File: src/rtl/local_ctrl_fc_gen.sv
// -----------------------------------------------------------------------------
// local_ctrl_fc_gen
//
// Local controller for one fully-connected layer of the streaming MNIST
// datapath. Runs NUM_PASS output-group passes of IN_LEN MACs each over one
// input vector, driving buffer reads, MAC enable/clear, a delayed ReLU pulse
// and a one-hot temp-buffer write strobe per pass.
//
// Optional build macro: LOCAL_CTRL_FC_GEN_RESTART_EN
//   defined   - DONE accepts start_i exactly like IDLE (batch restart).
//   undefined - DONE is terminal until rstn_i.
//
// Ports:
//   clk_i         clock
//   rstn_i        asynchronous active-low reset
//   start_i       frame start, sampled in IDLE only
//   cnt_i         global frame counter (LAST_CNT marks the final frame)
//   x_addr_o      activation read address
//   x_en_o        activation read enable
//   w_addr_o      weight read address
//   w_en_o        weight read enable
//   mac_en_o      MAC accumulate enable (read enable delayed by 1)
//   mac_clear_o   accumulator clear on first MAC of a pass
//   relu_en_o     ReLU enable pulse
//   temp_wr_en_o  one-hot temp-buffer write strobe, bit p for pass p
//   pass_o        current pass index
//   busy_o        high in RUN, SAVE and NEXT
//   frame_done_o  one-cycle pulse at end of every frame
//   done_o        one-cycle pulse when the final frame completes
// -----------------------------------------------------------------------------
module local_ctrl_fc_gen #(
    parameter int IN_LEN   = 64,
    parameter int NUM_PASS = 2,
    parameter int X_AW     = 6,
    parameter int W_AW     = 7,
    parameter int RELU_LAT = 2,
    parameter int WR_LAT   = 3,
    parameter int SAVE_CYC = 4,
    parameter int CNT_W    = 13,
    parameter int LAST_CNT = 7879,
    localparam int PASS_W  = (NUM_PASS > 1) ? $clog2(NUM_PASS) : 1
) (
    input  logic                clk_i,
    input  logic                rstn_i,
    input  logic                start_i,
    input  logic [CNT_W-1:0]    cnt_i,
    output logic [X_AW-1:0]     x_addr_o,
    output logic                x_en_o,
    output logic [W_AW-1:0]     w_addr_o,
    output logic                w_en_o,
    output logic                mac_en_o,
    output logic                mac_clear_o,
    output logic                relu_en_o,
    output logic [NUM_PASS-1:0] temp_wr_en_o,
    output logic [PASS_W-1:0]   pass_o,
    output logic                busy_o,
    output logic                frame_done_o,
    output logic                done_o
);

    localparam logic [2:0] S_IDLE = 3'd0;
    localparam logic [2:0] S_RUN  = 3'd1;
    localparam logic [2:0] S_SAVE = 3'd2;
    localparam logic [2:0] S_NEXT = 3'd3;
    localparam logic [2:0] S_DONE = 3'd4;

    localparam int SC_W = $clog2(SAVE_CYC);

`ifdef LOCAL_CTRL_FC_GEN_RESTART_EN
    localparam bit RESTART = 1'b1;
`else
    localparam bit RESTART = 1'b0;
`endif

    logic [2:0]          state_q;
    logic [X_AW-1:0]     rd_cnt_q;    // index of the next read within the pass
    logic                rd_done_q;   // all IN_LEN reads of this pass issued
    logic                last_rd_q;   // pulses alongside the final read
    logic [SC_W-1:0]     save_cnt_q;
    logic [W_AW-1:0]     w_base_q;    // pass * IN_LEN, kept incrementally
    logic [SAVE_CYC-1:0] lat_sr_q;    // bit j set j cycles after the last MAC
    logic [NUM_PASS-1:0] pass_onehot;

    assign pass_onehot = NUM_PASS'(1) << pass_o;

    // Sequencer: state, pass, read addresses and frame-level pulses.
    // NOTE: sequential state uses non-blocking assignments only, so every
    // register samples pre-edge values and block ordering cannot matter.
    always_ff @(posedge clk_i or negedge rstn_i) begin
        if (!rstn_i) begin
            state_q      <= S_IDLE;
            pass_o       <= '0;
            rd_cnt_q     <= '0;
            rd_done_q    <= 1'b0;
            last_rd_q    <= 1'b0;
            save_cnt_q   <= '0;
            w_base_q     <= '0;
            x_addr_o     <= '0;
            x_en_o       <= 1'b0;
            w_addr_o     <= '0;
            w_en_o       <= 1'b0;
            busy_o       <= 1'b0;
            frame_done_o <= 1'b0;
            done_o       <= 1'b0;
        end else begin
            last_rd_q    <= 1'b0;
            frame_done_o <= 1'b0;
            done_o       <= 1'b0;
            case (state_q)
                S_IDLE, S_DONE: begin
                    if (start_i && (state_q == S_IDLE || RESTART)) begin
                        state_q   <= S_RUN;
                        pass_o    <= '0;
                        w_base_q  <= '0;
                        rd_cnt_q  <= '0;
                        rd_done_q <= 1'b0;
                        busy_o    <= 1'b1;
                    end
                end
                S_RUN: begin
                    if (!rd_done_q) begin
                        x_en_o   <= 1'b1;
                        w_en_o   <= 1'b1;
                        x_addr_o <= rd_cnt_q;
                        w_addr_o <= w_base_q + W_AW'(rd_cnt_q);
                        if (rd_cnt_q == X_AW'(IN_LEN - 1)) begin
                            rd_done_q <= 1'b1;
                            last_rd_q <= 1'b1;
                        end else begin
                            rd_cnt_q <= rd_cnt_q + X_AW'(1);
                        end
                    end else begin
                        // Addresses hold; this edge carries the last MAC.
                        x_en_o     <= 1'b0;
                        w_en_o     <= 1'b0;
                        save_cnt_q <= '0;
                        state_q    <= S_SAVE;
                    end
                end
                S_SAVE: begin
                    if (save_cnt_q == SC_W'(SAVE_CYC - 1)) begin
                        if (pass_o != PASS_W'(NUM_PASS - 1)) begin
                            pass_o    <= pass_o + PASS_W'(1);
                            w_base_q  <= w_base_q + W_AW'(IN_LEN);
                            rd_cnt_q  <= '0;
                            rd_done_q <= 1'b0;
                            state_q   <= S_RUN;
                        end else begin
                            state_q <= S_NEXT;
                        end
                    end else begin
                        save_cnt_q <= save_cnt_q + SC_W'(1);
                    end
                end
                S_NEXT: begin
                    frame_done_o <= 1'b1;
                    busy_o       <= 1'b0;
                    if (cnt_i == CNT_W'(LAST_CNT)) begin
                        done_o  <= 1'b1;
                        state_q <= S_DONE;
                    end else begin
                        state_q <= S_IDLE;
                    end
                end
                default: state_q <= S_IDLE;
            endcase
        end
    end

    // Delay lines run every cycle independent of state, so a launched
    // ReLU or write pulse always completes. The pass index is still valid
    // at the write pulse because it only advances at the end of SAVE.
    always_ff @(posedge clk_i or negedge rstn_i) begin
        if (!rstn_i) begin
            mac_en_o     <= 1'b0;
            mac_clear_o  <= 1'b0;
            lat_sr_q     <= '0;
            relu_en_o    <= 1'b0;
            temp_wr_en_o <= '0;
        end else begin
            mac_en_o     <= x_en_o;
            // First read of a pass: enable present but MAC not yet running.
            mac_clear_o  <= x_en_o & ~mac_en_o;
            lat_sr_q     <= {lat_sr_q[SAVE_CYC-2:0], last_rd_q};
            relu_en_o    <= lat_sr_q[RELU_LAT-1];
            temp_wr_en_o <= lat_sr_q[WR_LAT-1] ? pass_onehot : '0;
        end
    end

endmodule

File: config.mk
export PLATFORM = sky130hd
export DESIGN_NAME = local_ctrl_fc_gen
export DESIGN_NICKNAME = d
export VERILOG_FILES = /design/src/rtl/local_ctrl_fc_gen.sv
export SDC_FILE = /design/constraint.sdc
export NUM_CORES = 1
export LEC_CHECK = 0
export ABC_AREA = 1
export CORE_MARGIN = 2
export CORE_UTILIZATION = 52
export DETAILED_ROUTE_END_ITERATION = 8
export GPL_TIMING_DRIVEN = 0
export PLACE_DENSITY = 0.81
export SLEW_MARGIN = 0
export SYNTH_ARGS = -nofsm -noshare
export SYNTH_HDL_FRONTEND = slang
export SYNTH_SLANG_ARGS = --single-unit
File: constraint.sdc
create_clock -name clk_i -period 2.2 [get_ports clk_i]
set_input_delay 0.22 -clock clk_i [delete_from_list [all_inputs] [get_ports clk_i]]
set_output_delay 0.22 -clock clk_i [all_outputs]
set_load 0.1 [all_outputs]
==> results.cfg <==
[yosys]
syn_inst = 184
seq_area_frac_synth = 0.551
avgSynthCellArea_sq_um = 9.13
syn_nets = 202
yosysWarnings = 0
synth_seq_cells = 37
netlist_area_sq_um = 1680
synthDistinctLibCells = 25

[sta]
finClkSkew_ns = 0.0125
setup_ws_ns = 0.0892
finalHoldViolCount = 0
clock.fmax_mhz = 474
layout_min_cycle_time_ns = 2.11
tns_ns = 0
slew_headroom = 0.338
setup_viol = 0
timing.hold.ws_ns = 0.365
slew_viol_final = 0
worst_pin_slew_ns = 0.990
finalCritPeriodShare = 0.959
rsz0062_at_grt = false

[clocking]
cts_root_buf = clkbuf_4
cts_buffers = 5
cts_tree = built
cts.htree.levels = 2
clock_latency_ns = 0.35
cts.reportedPaths.clkPinSlew_ns = 0.11
cts.path.max_buffers = 2
cts.sink_count = 37

[worst_hold_path]
hold_class = reg2reg
whs_path_depth = 0

[setup_path]
crit_path_max_fanout = 4
crit_buf_inv = 1
required_ns = 1.98
ff2ff_path_depth = 9
critical_path.cell_chain = clkdlybuf4s50_1
worstPathArrival_ns = 1.89
start_kind = flip-flop
critPathKind = reg2out
path_depth = 1
cpLargestDelayFamily = buffers and inverters
crit_slowest_cell = clkdlybuf4s50_1
endpoint_kind = output port
slowest_delay_ns = 1.15

[grt]
grt_pass1_wl_microns = 5600
grt_max_degree = 38
grtUsageTotal = 0.211
grt-ovfl-total = 0
grt_pass1_vias = 1266
antenna_found_initial = 0

[placed_design]
io_buffers = 39
gp_congestion = 0.788
dp_hpwl_microns = 2460
post-place-ws_ns = 0.358

[power]
leakagePower_nw = 1.18
ir_worst_vdd_v = 0.000839
p_per_area_nw_per_um2 = 1430

[floorplanning]
io_pins = 40
dieArea_sq_um = 3700
core_area_sq_um = 3050
start_util = 0.550
die-height_microns = 60.8
dieWidth_microns = 60.8
rows = 20

[cells_and_area]
final_common_cell = nand2_1
antenna_cells = 0
drive_above_1_share = 0.147
final_nets = 249
fill_cells = 239
mostFrequentLayoutCells = 66 x nand2_1, 37 x dfrtp_1, 34 x clkdlybuf4s50_1
synthToLayoutAreaGrowth_pct = 31.8

[detailed_routing]
wl_microns = 3320
ant_nets = 0
routed_via_density = 4.89
drt_iter0_markers = 55
wl_per_cell_microns = 12.0
drc = 0
dr.pass1.iters = 4
via_count = 1350

[run]
maxCapViolCount = 0

[run_status]
status = finished clean
-- flip-flops by register name, summed over array words and instances, names as in the netlist, 2 cells and up --
signal / count
state_q: 3
w_addr_o: 5
rd_cnt_q: 6
x_addr_o: 6
temp_wr_en_o: 2
lat_sr_q: 3
save_cnt_q: 2
-- worst paths after layout --
kind / start / slack, ns / to
worst max-delay path: w_en_o / 0.09 / w_en_o
worst min-delay path: lat_sr_q[1] / 0.37 / lat_sr_q[2]
worst max register to register: rd_cnt_q[0] / 0.66 / rd_cnt_q[3]
worst min register to register: lat_sr_q[1] / 0.37 / lat_sr_q[2]
max in group asynchronous: rstn_i / 1.23 / rd_cnt_q[0]
min in group asynchronous: rstn_i / 0.47 / last_rd_q
-- where the power goes --
group / internal, W / total (W) / leakage (nW) / switching, W
registers: 0.000816 / 0.000934 / 0.498 / 0.000118
clock network: 0.000270 / 0.000502 / 0.0445 / 0.000232
logic: 0.000446 / 0.00172 / 0.638 / 0.00128
total: 0.00153 / 0.00316 / 1.18 / 0.00163
-- stage by stage --
step                cells  utilization  total power [W]  area [sq um]
floorplan             184            -          0.00230          1680
global placement      267        0.696          0.00264          2120
detailed placement    267        0.694          0.00269          2120
CTS                   276        0.725          0.00318          2210
global route          276        0.725          0.00334          2210
finish                276        0.725          0.00316          2210
-- Yosys cell counts --
library cell / instances / area [sq um]
nor2_1: 15 / 56.3
inv_6: 1 / 8.76
ha_1: 2 / 25.0
nor2_2: 2 / 12.5
o22ai_1: 2 / 12.5
nand3_2: 1 / 10.0
nand3_4: 2 / 35.0
nand3_1: 11 / 55.1
nand2_1: 66 / 248
nor3_1: 2 / 10.0
nor3_2: 1 / 10.0
xnor2_1: 1 / 8.76
inv_2: 4 / 15.0
xor2_1: 1 / 8.76
buf_4: 3 / 22.5
o21ai_0: 3 / 15.0
nand2_4: 6 / 67.6
nor2_8: 1 / 20.0
inv_1: 16 / 60.1
a31o_2: 1 / 8.76
dfrtp_1: 37 / 926
nand4_1: 2 / 12.5
nand2_2: 2 / 12.5
buf_6: 1 / 11.3
nor3b_1: 1 / 7.51
-- layer usage --
layer | routed length, microns | vias up | GRT usage
met4 | 57 | 0 | 0.0932
li1 | - | 663 | -
met5 | 0 | - | 0
met3 | 159 | 5 | 0.0533
met1 | 1430 | 636 | 0.267
met2 | 1670 | 46 | 0.343
-- logic make-up after synthesis --
kind of cell / count (synthesis) / share of synthesized area
adders and majority gates: 2 / 0.0149
and+or+nand+nor: 112 / 0.332
xor gates and xnor gates: 2 / 0.0104
DFF: 37 / 0.551
AOI/OAI and AO/OA: 6 / 0.0216
buffers and inverters: 25 / 0.0700
-- final cells by class --
class | count | area [sq um] | area share
sequential | 37 | 926 | 0.418
multi-input combinational | 122 | 636 | 0.287
timing repair buffer | 40 | 390 | 0.176
inverter | 21 | 83.8 | 0.0379
tap | 44 | 55.1 | 0.0249
clock buffer | 6 | 51.3 | 0.0232
clock inverter | 2 | 37.5 | 0.0170
buffer | 4 | 33.8 | 0.0153
-- timing repair --
action | in CTS | in global routing
endpoints found under the hold margin | 37 | 0
endpoints found under the setup margin | 4 | 0
buffers inserted | 0 | 0
resized for setup | 4 | 0
hold buffers | 1 | 0
(Power assumes the default switching activity.)
